--- src/rtl/pwm_capture_pkg.sv ---
// Shared definitions for the PWM capture block: default parameter values,
// the FSM state encoding and a small saturation helper.
package pwm_capture_pkg;

    localparam int DEF_PERIOD_W = 8;
    localparam int DEF_AVG_LOG2 = 2;
    localparam int DEF_TIMEOUT  = 512;

    // State codes kept as plain constants for older code that compares raw bits.
    localparam logic [0:0] STATE_SYNC = 1'b0;  // waiting for the first rising edge
    localparam logic [0:0] STATE_MEAS = 1'b1;  // measuring a PWM period

    typedef enum logic [0:0] {
        SYNC = STATE_SYNC,
        MEAS = STATE_MEAS
    } state_e;

    localparam logic [7:0] SAMPLE_MAX = 8'hFF;

    // Clip a high-time count to the 8-bit sample range.
    function automatic logic [7:0] clip8(input logic [31:0] v);
        return (v > 32'd255) ? SAMPLE_MAX : v[7:0];
    endfunction

endpackage

--- src/rtl/pwm_sync_edge.sv ---
// Input conditioning for the PWM capture block: a two-flop synchronizer
// followed by a registered level/rising-edge stage. level and rise are
// aligned, so the cycle flagged by rise already has level = 1. A pwmin
// transition shows up on rise three clocks later.
module pwm_sync_edge (
    input  logic clk,
    input  logic rst_n,
    input  logic din,
    output logic level,
    output logic rise
);

    logic sync1;
    logic sync2;

    // Synchronize the asynchronous input and register the edge detection.
    always_ff @(posedge clk) begin
        if (!rst_n) begin
            sync1 <= 1'b0;
            sync2 <= 1'b0;
            level <= 1'b0;
            rise  <= 1'b0;
        end else begin
            sync1 <= din;
            sync2 <= sync1;
            level <= sync2;
            rise  <= sync2 & ~level;
        end
    end

endmodule

--- src/rtl/pwm_capture.sv ---
// PWM capture: recovers an 8-bit sample from the high time of each PWM
// period. A rising edge closes one period and opens the next; a missing
// edge for TIMEOUT clocks yields a 0/255 sample and raises no_signal.
//
// Optional feature: define PWM_CAPTURE_AVG_EN to average 2^AVG_LOG2
// consecutive period values into each sample (timeout values bypass it).
//
// Output handshake: sample/sample_valid form a valid/ready pair. A transfer
// happens on any cycle with sample_valid && sample_ready. sample is held
// stable while valid and not replaced; a new value that lands while valid
// is high and ready is low overwrites it and pulses overrun for one cycle.
module pwm_capture
    import pwm_capture_pkg::*;
#(
    parameter int PERIOD_W = DEF_PERIOD_W,
    parameter int AVG_LOG2 = DEF_AVG_LOG2,
    parameter int TIMEOUT  = DEF_TIMEOUT
) (
    input  logic       clk,
    input  logic       rst_n,
    input  logic       pwmin,
    output logic [7:0] sample,
    output logic       sample_valid,
    input  logic       sample_ready,
    output logic       overrun,
    output logic       no_signal
);

    // Counters must hold TIMEOUT and at least one nominal period.
    localparam int CNT_W = ($clog2(TIMEOUT + 1) > PERIOD_W + 1) ?
                           $clog2(TIMEOUT + 1) : PERIOD_W + 1;
    localparam logic [CNT_W-1:0] CNT_MAX  = CNT_W'(TIMEOUT);
    localparam logic [CNT_W-1:0] CNT_LAST = CNT_W'(TIMEOUT - 1);
    localparam logic [CNT_W-1:0] CNT_ONE  = CNT_W'(1);

    logic             level;
    logic             rise;
    state_e           state;
    logic [CNT_W-1:0] period_cnt;
    logic [CNT_W-1:0] high_cnt;

    logic             timeout_hit;
    logic             meas_stb;
    logic [7:0]       meas_val;
    logic             to_stb;
    logic [7:0]       to_val;
    logic             emit_stb;
    logic [7:0]       emit_val;

    pwm_sync_edge u_sync_edge (
        .clk   (clk),
        .rst_n (rst_n),
        .din   (pwmin),
        .level (level),
        .rise  (rise)
    );

    // Period values: a closing edge in MEAS gives the clipped high time; a
    // timeout gives full-scale or zero depending on the stuck level. Once
    // no_signal is up, SYNC stays silent until the next rising edge.
    always_comb begin
        timeout_hit = (period_cnt == CNT_LAST) && !rise;
        meas_stb    = (state == MEAS) && rise;
        meas_val    = clip8(32'(high_cnt));
        to_stb      = timeout_hit && ((state == MEAS) || !no_signal);
        to_val      = level ? SAMPLE_MAX : 8'd0;
    end

    // Measurement FSM: period and high-time counters plus no_signal.
    // A rising edge restarts both counters at 1 because the edge cycle is
    // itself a high cycle of the new period.
    always_ff @(posedge clk) begin
        if (!rst_n) begin
            state      <= SYNC;
            period_cnt <= '0;
            high_cnt   <= '0;
            no_signal  <= 1'b0;
        end else begin
            case (state)
                SYNC: begin
                    if (rise) begin
                        state      <= MEAS;
                        period_cnt <= CNT_ONE;
                        high_cnt   <= CNT_ONE;
                        no_signal  <= 1'b0;
                    end else if (!no_signal) begin
                        if (timeout_hit) begin
                            period_cnt <= '0;
                            high_cnt   <= '0;
                            no_signal  <= 1'b1;
                        end else if (period_cnt != CNT_MAX) begin
                            period_cnt <= period_cnt + CNT_ONE;
                        end
                    end
                end
                MEAS: begin
                    if (rise) begin
                        period_cnt <= CNT_ONE;
                        high_cnt   <= CNT_ONE;
                    end else if (timeout_hit) begin
                        state      <= SYNC;
                        period_cnt <= '0;
                        high_cnt   <= '0;
                        no_signal  <= 1'b1;
                    end else begin
                        if (period_cnt != CNT_MAX) begin
                            period_cnt <= period_cnt + CNT_ONE;
                        end
                        if (level && (high_cnt != CNT_MAX)) begin
                            high_cnt <= high_cnt + CNT_ONE;
                        end
                    end
                end
                default: begin
                    state      <= SYNC;
                    period_cnt <= '0;
                    high_cnt   <= '0;
                end
            endcase
        end
    end

`ifdef PWM_CAPTURE_AVG_EN
    localparam int ACC_W = 8 + AVG_LOG2;

    logic [ACC_W-1:0]    acc;
    logic [ACC_W-1:0]    acc_d;
    logic [ACC_W-1:0]    acc_sum;
    logic [AVG_LOG2-1:0] avg_cnt;
    logic [AVG_LOG2-1:0] avg_cnt_d;

    // Averaging: sum period values and emit the mean when the count wraps;
    // a timeout value goes out at once and restarts the average.
    always_comb begin
        acc_sum   = acc + ACC_W'(meas_val);
        acc_d     = acc;
        avg_cnt_d = avg_cnt;
        emit_stb  = 1'b0;
        emit_val  = 8'd0;
        if (to_stb) begin
            emit_stb  = 1'b1;
            emit_val  = to_val;
            acc_d     = '0;
            avg_cnt_d = '0;
        end else if (meas_stb) begin
            if (avg_cnt == '1) begin
                emit_stb  = 1'b1;
                emit_val  = acc_sum[ACC_W-1:AVG_LOG2];
                acc_d     = '0;
                avg_cnt_d = '0;
            end else begin
                acc_d     = acc_sum;
                avg_cnt_d = avg_cnt + 1'b1;
            end
        end
    end

    // Accumulator and period count registers.
    always_ff @(posedge clk) begin
        if (!rst_n) begin
            acc     <= '0;
            avg_cnt <= '0;
        end else begin
            acc     <= acc_d;
            avg_cnt <= avg_cnt_d;
        end
    end
`else
    // Direct path: every period value becomes a sample.
    always_comb begin
        emit_stb = to_stb | meas_stb;
        emit_val = to_stb ? to_val : meas_val;
    end

    // AVG_LOG2 only matters when averaging is built in.
    if (AVG_LOG2 < 1) begin : g_avg_log2_unused
    end
`endif

    // Output register: load new samples, clear valid on a transfer, flag
    // overwrites of a sample nobody accepted.
    always_ff @(posedge clk) begin
        if (!rst_n) begin
            sample       <= 8'd0;
            sample_valid <= 1'b0;
            overrun      <= 1'b0;
        end else begin
            overrun <= emit_stb && sample_valid && !sample_ready;
            if (emit_stb) begin
                sample       <= emit_val;
                sample_valid <= 1'b1;
            end else if (sample_valid && sample_ready) begin
                sample_valid <= 1'b0;
            end
        end
    end

endmodule

--- config.mk ---
export PLATFORM = sky130hd
export DESIGN_NAME = pwm_capture
export DESIGN_NICKNAME = d
export VERILOG_FILES = /design/src/rtl/pwm_capture_pkg.sv /design/src/rtl/pwm_sync_edge.sv /design/src/rtl/pwm_capture.sv
export SDC_FILE = /design/constraint.sdc
export NUM_CORES = 1
export LEC_CHECK = 0
export CORE_ASPECT_RATIO = 0.8
export CORE_MARGIN = 1.5
export CORE_UTILIZATION = 54
export CTS_BUF_LIST = sky130_fd_sc_hd__clkbuf_4 sky130_fd_sc_hd__clkbuf_8
export DETAILED_ROUTE_END_ITERATION = 10
export GPL_ROUTABILITY_DRIVEN = 0
export PLACE_DENSITY = 0.75
export SLEW_MARGIN = 30
export SYNTH_ARGS = -nofsm -noshare
export SYNTH_HDL_FRONTEND = slang
export SYNTH_HIERARCHICAL = 1
export SYNTH_SLANG_ARGS = --single-unit
--- constraint.sdc ---
create_clock -name clk -period 2.9 [get_ports clk]
set_clock_uncertainty 0.2 [all_clocks]
set_input_delay 0.435 -clock clk [delete_from_list [all_inputs] [get_ports clk]]
set_output_delay 0.435 -clock clk [all_outputs]
set_load 0.01 [all_outputs]
==> summary.md, run 1 <==
| Metric | Value |
|---|---|
| Adder-cell area share of the yosys netlist | `0.0290` |
| XOR/XNOR Fraction of Synth Area | `0.0406` |
| Yosys warns | `6` |
| Cts hold-fix bufs | `0` |
| Max_slew headroom | `0.562` |
| Antenna Violating Nets Remaining | `0` |
| Final Cycle Share | `0.841` |
| Nature of the critical path startpoint | `flip-flop` |
| Die Wd | `66.2 um` |
| Synth Instances | `190` |
| Crit-path slowest cell | `or4b_4` |
| Compound-Gate Fraction of Synth Area | `0.226` |
| Detailed Route WL | `between 3000 and 4000 um` |
| Vias in the first global route | `around 1,400` |
| Syn_area_per_cell | `9.08 um2` |
| Synthesized Nets | `a little under 200` |
| Clk_lat worst skew | `0.29 ns` |
| Multiplexer area fraction after synthesis | `0.00580` |
| Routed wire per std cell | `about 15 um` |
| EDFF count, synth | `0` |
| CP top delay family | `compound AO/OA/AOI/OAI gates` |
| CTS sink cnt | `36` |
| CTS Buffer Depth | `2` |
| Simple-gate portion of the synthesized area | `0.249` |
| P_leak | `0.726 nW` |
| Yosys reg bits | `36` |
| Crit path required time | `2.92 ns` |
| Starting Density | `0.563` |
| Clock slew at reported path FFs | `0.07 ns` |
| Post-CTS Resized | `0` |
| CTS H-Tree Depth | `2` |
| Max FO, Critical Path | `6` |
| Main combinational cell family by area after synthesis | `simple AND/OR/NAND/NOR gates` |
| Placement Cell Area | `1910 um2` |
| CP Buf/Inv Count | `1` |
| Share of layout cells above drive strength 1 | `0.0913` |
| Setup_tns | `0 ns` |
| CP max stage delay | `0.48 ns` |
| # IOs | `15` |
| Pwr/cell area | `approximately 470 nW/um2` |
| Pin count of the biggest net entering global routing | `17` |
| Overall power | `936 uW` |
| TritonCTS clock tree | `yes` |
| Initial DRC Count | `122` |
| Most frequent cells in the layout | `36 x dfxtp_1, 24 x nor2_1, 14 x clkdlybuf4s50_1, 11 x nand3_1` |
| Via/cell ratio | `5.97` |
| Max Slew Vio Count | `0` |
| RSZ-0062 raised after global routing | `no` |
| Cell Area, Synth | `about 1700 um2` |
| Crit. End Element | `flip-flop` |
| GRT overflow | `0` |
| First-pass GRT wire length | `6180 um` |
| Placeable Area | `3060 um2` |
| Hold Fails Final Rpt | `0` |
| Setup violators final | `0` |
| Worst-path cell chain | `inv_1, ha_1, or4b_4, o41ai_4, a21oi_2, o2111ai_1, mux2i_1` |
| # fillers | `around 260` |
| Post-CTS setup buffers | `0` |
| Maximum vdd drop | `between 400 and 500 uV` |
| Post-synth top flop | `dfxtp_1` |
| # port buffers | `14` |
| Post-synth ARST share | `0` |
| Slew @ Worst Pin | `0.648 ns` |
| CTS buffer count | `5` |
| DP HPWL | `2740 um` |
| Setup Crit Path Kind | `reg2reg` |
| Fin area | `about 2000 um2` |
| Max Freq | `~410 MHz` |
| Drt pass-1 iters | `4` |
| Syn-to-layout area delta | `16.1%` |
| Post-layout minimum cycle time | `2.44 ns` |
| Register area share after synthesis | `0.418` |
| GRT Total Usage | `0.232` |
| FP Rows | `18` |
| Full die area | `3550 um2` |
| Outcome | `complete, no violations` |
| Drt drc | `0` |
| Synth cell types | `52` |
| Max Cap Violations | `0` |
| HP Class | `reg2reg` |
| Die height | `53.6 um` |
| Via count | `around 1,500` |
| Commonest non-fill, non-tap cell in the layout | `dfxtp_1` |
| Initial antenna violation count | `0` |
| Diode count | `0` |
| Root Driver | `clkbuf_8` |
| WHS | `0.251 ns` |
| Crit path DAT | `between 2 and 2.5 ns` |
| Final Net Count | `215` |
[metrics by stage]
stage                util  setup slack (ns)  cells
floorplan               -             0.746    190
global placement    0.622             0.565    240
detailed placement  0.622             0.521    240
CTS                 0.654             0.504    248
global route        0.654             0.384    248
finish              0.654             0.462    248
[logic make-up after synthesis]
group | Yosys count
xor+xnor | 8
mux | 1
compound gates | 49
simple gates | 78
flops | 36
buf+inv | 14
fa+ha+maj | 4
[cell usage after synthesis, drive strengths merged, types with 3 or more instances]
master   instances  share of area
nand3           12          0.038
inv              8          0.017
xor2             6          0.030
nor3             3         0.0087
nor2b            4          0.015
o2bb2ai          8          0.041
a21boi           3          0.013
o211ai           7          0.030
a21oi            4          0.014
clkbuf           4         0.0087
nor2            24          0.052
nand2            7          0.015
ha               4          0.029
dfxtp           36           0.42
and2             4          0.017
o21ai            8          0.023
and3             7          0.025
nand2b           3          0.011
[path summary, 6_finish.rpt]
| check | from | endpoint | slack [ns] | depth (start not counted) |
|---|---|---|---|---|
| setup reg to reg | high_cnt[0]$_SDFFE_PN0P_ | high_cnt[7]$_SDFFE_PN0P_ | 0.46 | 7 |
| hold reg to reg | u_sync_edge/sync1$_SDFF_PN0_ | u_sync_edge/sync2$_SDFF_PN0_ | 0.25 | 1 |
| hold / removal | u_sync_edge/sync1$_SDFF_PN0_ | u_sync_edge/sync2$_SDFF_PN0_ | 0.25 | 1 |
| setup / recovery | high_cnt[0]$_SDFFE_PN0P_ | high_cnt[7]$_SDFFE_PN0P_ | 0.46 | 7 |
[routing by layer]
metal	vias up	part of all wire	track usage
li1	733	-	-
met1	685	0.48	0.318
met2	49	0.43	0.343
met3	13	0.073	0.0690
met4	0	0.020	0.0986
met5	-	0	0
[state kept, by name, indices dropped and copies added (netlist names)]
| name | count |
|---|---|
| u_sync_edge/level | 1 |
| u_sync_edge/sync1 | 1 |
| sample_valid | 1 |
| u_sync_edge/rise | 1 |
| high_cnt | 10 |
| overrun | 1 |
| sample | 8 |
| state | 1 |
| no_signal | 1 |
| u_sync_edge/sync2 | 1 |
| period_cnt | 10 |
[report_power, final]
group	leakage [nW]	total, mW	internal, mW	switching, mW
Sequential	0.291	0.509	0.501	0.00812
Clock	0.0479	0.380	0.202	0.178
Combinational	0.387	0.0466	0.0208	0.0258
[area by class of cell]
class,instances,area [um2],area share
flip-flops and latches,36,721,0.360
repair buffers,16,155,0.0775
well taps,40,50.0,0.0250
clock buffers,7,90.1,0.0450
inverters,8,30.0,0.0150
multi-input cells,140,950,0.474
clock inverters,1,7.51,0.00375
No activity file was read; power rests on OpenSTA's default activity.
==> run 2, diff against run 1 <==
==> constraint.sdc (replaced) <==
create_clock -name clk -period 2.4 [get_ports clk]
set_clock_uncertainty 0.2 [all_clocks]
set_input_delay 0.36 -clock clk [delete_from_list [all_inputs] [get_ports clk]]
set_output_delay 0.36 -clock clk [all_outputs]
set_load 0.01 [all_outputs]
==> run 2 against run 1 <==
  * Sequential power rose by 21%
  * Global-route usage rose by 2.3 points
  * Count of clock-buffer cells in the layout did not move
  * Total power rose by 21%
  * Critical endpoint is now high_cnt[8]$_SDFFE_PN0P_
==> summary.md, run 2 (same netlist as run 1, synthesis figures left out) <==
| Metric | Value |
|---|---|
| Outcome | `complete, no violations` |
| Biggest regs | `high_cnt x10, period_cnt x10, sample x8` |
| Clock slew at reported path FFs | `0.07 ns (about the same)` |
| Via/cell ratio | `6.00 (+0.47%)` |
| Drt drc | `0 (unchanged)` |
| Max FO, Critical Path | `5 (-1)` |
| Nature of the critical path startpoint | `flip-flop` |
| Max Freq | `435 MHz (+6.1%)` |
| Worst-path cell chain | `inv_1, ha_1, or4b_4, o41a_1, nand2_1, nor3_1, a211o_1` |
| Crit path required time | `2.39 ns (-0.53 ns)` |
| Syn-to-layout area delta | `18.3%` |
| Maximum vdd drop | `415 uV (-11%)` |
| Fin util | `0.666 (+0.0123)` |
| Placement Cell Area | `1940 um2 (+2.0%)` |
| Worst r2r src | `high_cnt[0]$_SDFFE_PN0P_` |
| Placed cells | `245 (+2.1%)` |
| HP Class | `reg2reg` |
| Final Cycle Share | `0.957 (+0.117)` |
| GRT overflow | `0 (unchanged)` |
| P_leak | `0.752 nW (+3.5%)` |
| Setup Crit Path Kind | `reg2reg` |
| Initial DRC Count | `78 (-36%)` |
| Crit. End Element | `flip-flop` |
| Pin count of the biggest net entering global routing | `17 (unchanged)` |
| Hold Fails Final Rpt | `0 (unchanged)` |
| Setup violators final | `0 (unchanged)` |
| Fin area | `2040 um2 (+1.9%)` |
| Antenna Violating Nets Remaining | `0 (unchanged)` |
| Setup_tns | `0 ns (unchanged)` |
| CTS buffer count | `5 (unchanged)` |
| Starting Density | `0.563 (unchanged)` |
| FP Rows | `18 (unchanged)` |
| RSZ-0062 raised after global routing | `no` |
| Critical Path Start | `high_cnt[0]$_SDFFE_PN0P_` |
| R2r endpoint | `high_cnt[8]$_SDFFE_PN0P_` |
| CP max stage delay | `0.48 ns (about the same)` |
| Drt pass-1 iters | `4 (unchanged)` |
| Routed wire per std cell | `15.5 um (+1.3%)` |
| CTS H-Tree Depth | `2 (unchanged)` |
| Share of layout cells above drive strength 1 | `0.113 (+0.0213)` |
| Cts hold-fix bufs | `0 (unchanged)` |
| Diode count | `0 (unchanged)` |
| Max_slew headroom | `0.654 (+0.0923)` |
| Most frequent cells in the layout | `36 x dfxtp_1, 24 x nor2_1, 14 x clkdlybuf4s50_1, 11 x nand3_1` |
| TritonCTS clock tree | `yes` |
| GRT Total Usage | `0.255 (+0.0230)` |
| Vias in the first global route | `1,440 (+6.3%)` |
| Reg2Reg Setup Slack | `0.10 ns (-0.36 ns)` |
| Placeable Area | `3060 um2 (unchanged)` |
| Clk_lat worst skew | `0.29 ns (about the same)` |
| Commonest non-fill, non-tap cell in the layout | `dfxtp_1` |
| Post-CTS setup buffers | `0 (unchanged)` |
| Final Net Count | `220 (+2.3%)` |
| Die Wd | `66.2 um (unchanged)` |
| Critical Path End | `high_cnt[8]$_SDFFE_PN0P_` |
| Crit path DAT | `2.29 ns (-0.17 ns)` |
| Pwr/cell area | `556 nW/um2 (+19%)` |
| Via count | `1,517 (+2.5%)` |
| CTS sink cnt | `36 (unchanged)` |
| DP HPWL | `2890 um (+5.2%)` |
| First-pass GRT wire length | `6630 um (+7.2%)` |
| Full die area | `3550 um2 (unchanged)` |
| Max Cap Violations | `0 (unchanged)` |
| Post-layout minimum cycle time | `2.30 ns (-0.140 ns)` |
| Reg2Reg Depth | `7 (unchanged)` |
| Detailed Route WL | `3920 um (+3.3%)` |
| Crit-path slowest cell | `or4b_4` |
| # IOs | `15 (unchanged)` |
| Slew @ Worst Pin | `0.517 ns (-0.131 ns)` |
| Max Slew Vio Count | `0 (unchanged)` |
| CTS Buffer Depth | `2 (unchanged)` |
| # port buffers | `14 (unchanged)` |
| Initial antenna violation count | `0 (unchanged)` |
| Non-Filler Instances | `253 (+2.0%)` |
| Root Driver | `clkbuf_8` |
| Die height | `53.6 um (unchanged)` |
==> run 2: cell types whose count changed in the layout (fill, tap and decap cells not counted) <==
| cell | before | now |
|---|---|---|
| a21boi_0 | 3 | 2 |
| a21boi_1 | 0 | 1 |
| buf_4 | 2 | 7 |
==> run 2: critical path, delay by kind of cell, from the launching register on <==
family | cells | cell delay [ns]
compound gates | 2 | 0.70
simple gates | 3 | 0.69
flops | 1 | 0.35
fa+ha+maj | 1 | 0.15
buf+inv | 1 | 0.11
==> run 2: power by group <==
| part | total [mW] | internal (mW) | switching (mW) | leakage [nW] |
|---|---|---|---|---|
| Combinational | 0.0602 | 0.0279 | 0.0323 | 0.412 |
| Clock | 0.458 | 0.244 | 0.214 | 0.0479 |
| Sequential | 0.616 | 0.606 | 0.0101 | 0.291 |
==> run 2: through the flow <==
stage          power [mW]  hold slack (ns)  setup WS [ns]
2_1_floorplan       0.665            0.226          0.246
3_3_place_gp        0.686            0.233          0.187
3_5_place_dp        0.689            0.245         0.0905
4_1_cts              1.14            0.269         0.0800
5_1_grt              1.18            0.279         0.0228
6_report             1.13            0.265          0.102
==> run 2: cell type report <==
type / instances / area, um2
Tap cell: 40 / 50.0
Multi-Input combinational cell: 140 / 950
Inverter: 8 / 30.0
Clock inverter: 1 / 7.51
Fill cell: 263 / 1020
Sequential cell: 36 / 721
Timing Repair Buffer: 21 / 193
Clock buffer: 7 / 90.1
==> run 2: worst min-delay path by stage <==
stage                                 startpoint                            to  slack, ns  cells past startpoint
floorplan           u_sync_edge/sync1$_SDFF_PN0_  u_sync_edge/sync2$_SDFF_PN0_       0.23                      1
global placement    u_sync_edge/sync1$_SDFF_PN0_  u_sync_edge/sync2$_SDFF_PN0_       0.23                      1
detailed placement        sample[4]$_SDFFE_PN0P_        sample[4]$_SDFFE_PN0P_       0.25                      1
CTS                       sample[1]$_SDFFE_PN0P_        sample[1]$_SDFFE_PN0P_       0.27                      1
global route        u_sync_edge/sync1$_SDFF_PN0_  u_sync_edge/sync2$_SDFF_PN0_       0.28                      1
finish                    sample[1]$_SDFFE_PN0P_        sample[1]$_SDFFE_PN0P_       0.26                      1
==> run 2: repair_timing <==
| item | in CTS | in global routing |
|---|---|---|
| endpoints found under the setup margin | 0 | 2 |
| endpoints found under the hold margin | 0 | 0 |
| resized for setup | 0 | 1 |
==> run 2: routing by layer <==
layer  GRT usage  routed length (um)  vias up
li1            -                   -      745
met3      0.0774                 275        7
met2       0.400                1770       61
met4       0.126                  65        0
met5           0                   0        -
met1       0.324                1810      704
==> run 3, diff against run 2 <==
--- a/config.mk
+++ b/config.mk
@@ -6,7 +6,6 @@
 export NUM_CORES = 1
 export LEC_CHECK = 0
 export CORE_ASPECT_RATIO = 0.8
-export CORE_MARGIN = 1.5
 export CORE_UTILIZATION = 54
 export CTS_BUF_LIST = sky130_fd_sc_hd__clkbuf_4 sky130_fd_sc_hd__clkbuf_8
 export DETAILED_ROUTE_END_ITERATION = 10
==> run 3 against run 2 <==
  * First-iteration DRC count is 110% higher
  * Count of clock-buffer cells in the layout shrank 1
  * Wire length up 1.8%
  * Sequential power is essentially flat
  * Fmax up 2.2%
  * Worst hold slack got worse by 0.016 ns
  * Global-route usage is 0.23 points higher
  * Core utilization increased by 4.8 points
  * Via count rose by 0.73%
  * Critical path depth is the same
  * Critical endpoint unchanged
  * Largest cell class unchanged
  * Highest routed layer unchanged
==> summary.md, run 3 (same netlist as run 1, synthesis figures left out) <==
| Metric | Value |
|---|---|
| Commonest non-fill, non-tap cell in the layout | `dfxtp_1` |
| Setup_tns | `0 ns (unchanged)` |
| # port buffers | `14 (unchanged)` |
| Max FO, Critical Path | `5 (unchanged)` |
| Drt pass-1 iters | `4 (unchanged)` |
| Clk_lat worst skew | `0.29 ns (about the same)` |
| GRT Max-Usage Layer | `met2` |
| Outcome | `complete, no violations` |
| Final Cycle Share | `0.937 (-0.0206)` |
| Setup Crit Path Kind | `reg2reg` |
| Die height | `52.6 um (-1.9%)` |
| Final Net Count | `222 (+0.91%)` |
| Slew @ Worst Pin | `0.519 ns (+0.00132 ns)` |
| CTS Buffer Depth | `2 (unchanged)` |
| TritonCTS clock tree | `yes` |
| Initial antenna violation count | `0 (unchanged)` |
| Initial DRC Count | `166 (+110%)` |
| Reg2Reg Setup Slack | `0.15 ns (+0.05 ns)` |
| Max Slew Vio Count | `0 (unchanged)` |
| GRT overflow | `0 (unchanged)` |
| Pre-CTS worst setup slack | `0.0979 ns (+0.00740 ns)` |
| CTS sink cnt | `36 (unchanged)` |
| Post-layout minimum cycle time | `2.25 ns (-0.0494 ns)` |
| Full die area | `3430 um2 (-3.3%)` |
| Crit path required time | `2.38 ns (about the same)` |
| Sequential Power Share | `0.505 (-0.038)` |
| Fin area | `2070 um2 (+1.3%)` |
| Int Power | `954 uW (+8.7%)` |
| Setup violators final | `0 (unchanged)` |
| FP Rows | `17 (-1)` |
| Final worst slack | `0.152 ns (+0.0494 ns)` |
| Grt met1 use | `0.362 (+0.0373)` |
| Via count | `1,528 (+0.73%)` |
| Routing usage on met3 | `0.0761 (-0.00132)` |
| Pwr/cell area | `588 nW/um2 (+5.8%)` |
| Logic pwr share | `0.052 (about the same)` |
| Nature of the critical path startpoint | `flip-flop` |
| Cts hold-fix bufs | `0 (unchanged)` |
| DP HPWL | `2810 um (-2.7%)` |
| # IOs | `15 (unchanged)` |
| Psw | `261 uW (+1.8%)` |
| Crit. End Element | `flip-flop` |
| P_leak | `0.772 nW (+2.7%)` |
| Max_slew headroom | `0.654 (about the same)` |
| Starting Density | `0.596 (+0.0331)` |
| Pin count of the biggest net entering global routing | `17 (unchanged)` |
| First-pass GRT wire length | `6550 um (-1.2%)` |
| Most frequent cells in the layout | `36 x dfxtp_1, 24 x nor2_1, 14 x clkdlybuf4s50_1, 11 x nand3_1, 9 x buf_4` |
| Syn-to-layout area delta | `19.8%` |
| Clock power share | `0.443 (+0.039)` |
| CTS buffer count | `5 (unchanged)` |
| Detailed Route WL | `4000 um (+1.8%)` |
| Vias in the first global route | `1,396 (-3.1%)` |
| Met2 usage | `0.378 (-0.0220)` |
| Share of layout cells above drive strength 1 | `0.121 (+0.00825)` |
| Via/cell ratio | `6.04 (+0.73%)` |
| HP Class | `reg2reg` |
| Max Cap Violations | `0 (unchanged)` |
| Crit path DAT | `2.23 ns (-0.06 ns)` |
| Sw frac | `0.215 (-0.0112)` |
| Antenna Violating Nets Remaining | `0 (unchanged)` |
| Max Freq | `445 MHz (+2.2%)` |
| Root Driver | `clkbuf_8` |
| CTS H-Tree Depth | `2 (unchanged)` |
| Hold Fails Final Rpt | `0 (unchanged)` |
| Drt drc | `0 (unchanged)` |
| Maximum vdd drop | `575 uV (+39%)` |
| Placeable Area | `2890 um2 (-5.6%)` |
| Diode count | `0 (unchanged)` |
| Placement Cell Area | `1960 um2 (+0.64%)` |
| RSZ-0062 raised after global routing | `no` |
| Routed wire per std cell | `15.8 um (+1.8%)` |
| GRT Total Usage | `0.258 (+0.00235)` |
| Clock slew at reported path FFs | `0.07 ns (about the same)` |
| Die Wd | `65.2 um (-1.5%)` |
| Biggest regs | `high_cnt x10, period_cnt x10, sample x8` |
run 3: area by class of cell:
cell class | count | area, um2
inverter | 8 | 30.0
tap | 38 | 47.5
clock buffer | 6 | 76.3
sequential | 36 | 721
fill | 239 | 826
multi-input combinational | 140 | 950
clock inverter | 2 | 35.0
timing repair buffer | 23 | 208
run 3: worst paths after layout:
| path | start | endpoint | cells after the start |
|---|---|---|---|
| max | high_cnt[0]$_SDFFE_PN0P_ | high_cnt[8]$_SDFFE_PN0P_ | 7 |
| min | u_sync_edge/sync1$_SDFF_PN0_ | u_sync_edge/sync2$_SDFF_PN0_ | 1 |
| max reg2reg | high_cnt[0]$_SDFFE_PN0P_ | high_cnt[8]$_SDFFE_PN0P_ | 7 |
| min reg2reg | u_sync_edge/sync1$_SDFF_PN0_ | u_sync_edge/sync2$_SDFF_PN0_ | 1 |
run 3: critical path, stage by stage (launching register included):
cell	delay, ns
dfxtp_1	0.35
inv_1	0.11
ha_1	0.14
or4b_4	0.47
o41a_1	0.40
nand2_1	0.14
nor3_1	0.07
a211o_1	0.26
run 3: metal layers:
| layer | vias to the layer above | share of wire | wire (um) |
|---|---|---|---|
| li1 | 743 | - | - |
| met1 | 720 | 0.48 | 1930 |
| met2 | 60 | 0.43 | 1720 |
| met3 | 5 | 0.076 | 304 |
| met4 | 0 | 0.011 | 42 |
| met5 | - | 0 | 0 |
run 3: power by group through the flow:
stage / sequential, mW / combinational (mW) / clock, mW
global placement: 0.627 / 0.0606 / 0
floorplan: 0.626 / 0.0395 / 0
finish: 0.614 / 0.0631 / 0.538
detailed placement: 0.627 / 0.0623 / 0
global route: 0.615 / 0.0702 / 0.564
CTS: 0.614 / 0.0627 / 0.540
run 3: repair_timing:
item	4_1_cts	5_1_grt
setup endpoints to repair	0	3
gates resized for setup	0	0
setup buffers	0	0
run 3: through the flow:
| stage | utilization | power, mW | hold slack [ns] | instances |
|---|---|---|---|---|
| after floorplan | - | 0.665 | 0.226 | 190 |
| after global placement | 0.676 | 0.687 | 0.234 | 245 |
| after global routing | 0.715 | 1.25 | 0.255 | 253 |
| after CTS | 0.715 | 1.22 | 0.251 | 253 |
| final | 0.715 | 1.21 | 0.248 | 253 |
| after detailed placement | 0.676 | 0.690 | 0.239 | 245 |
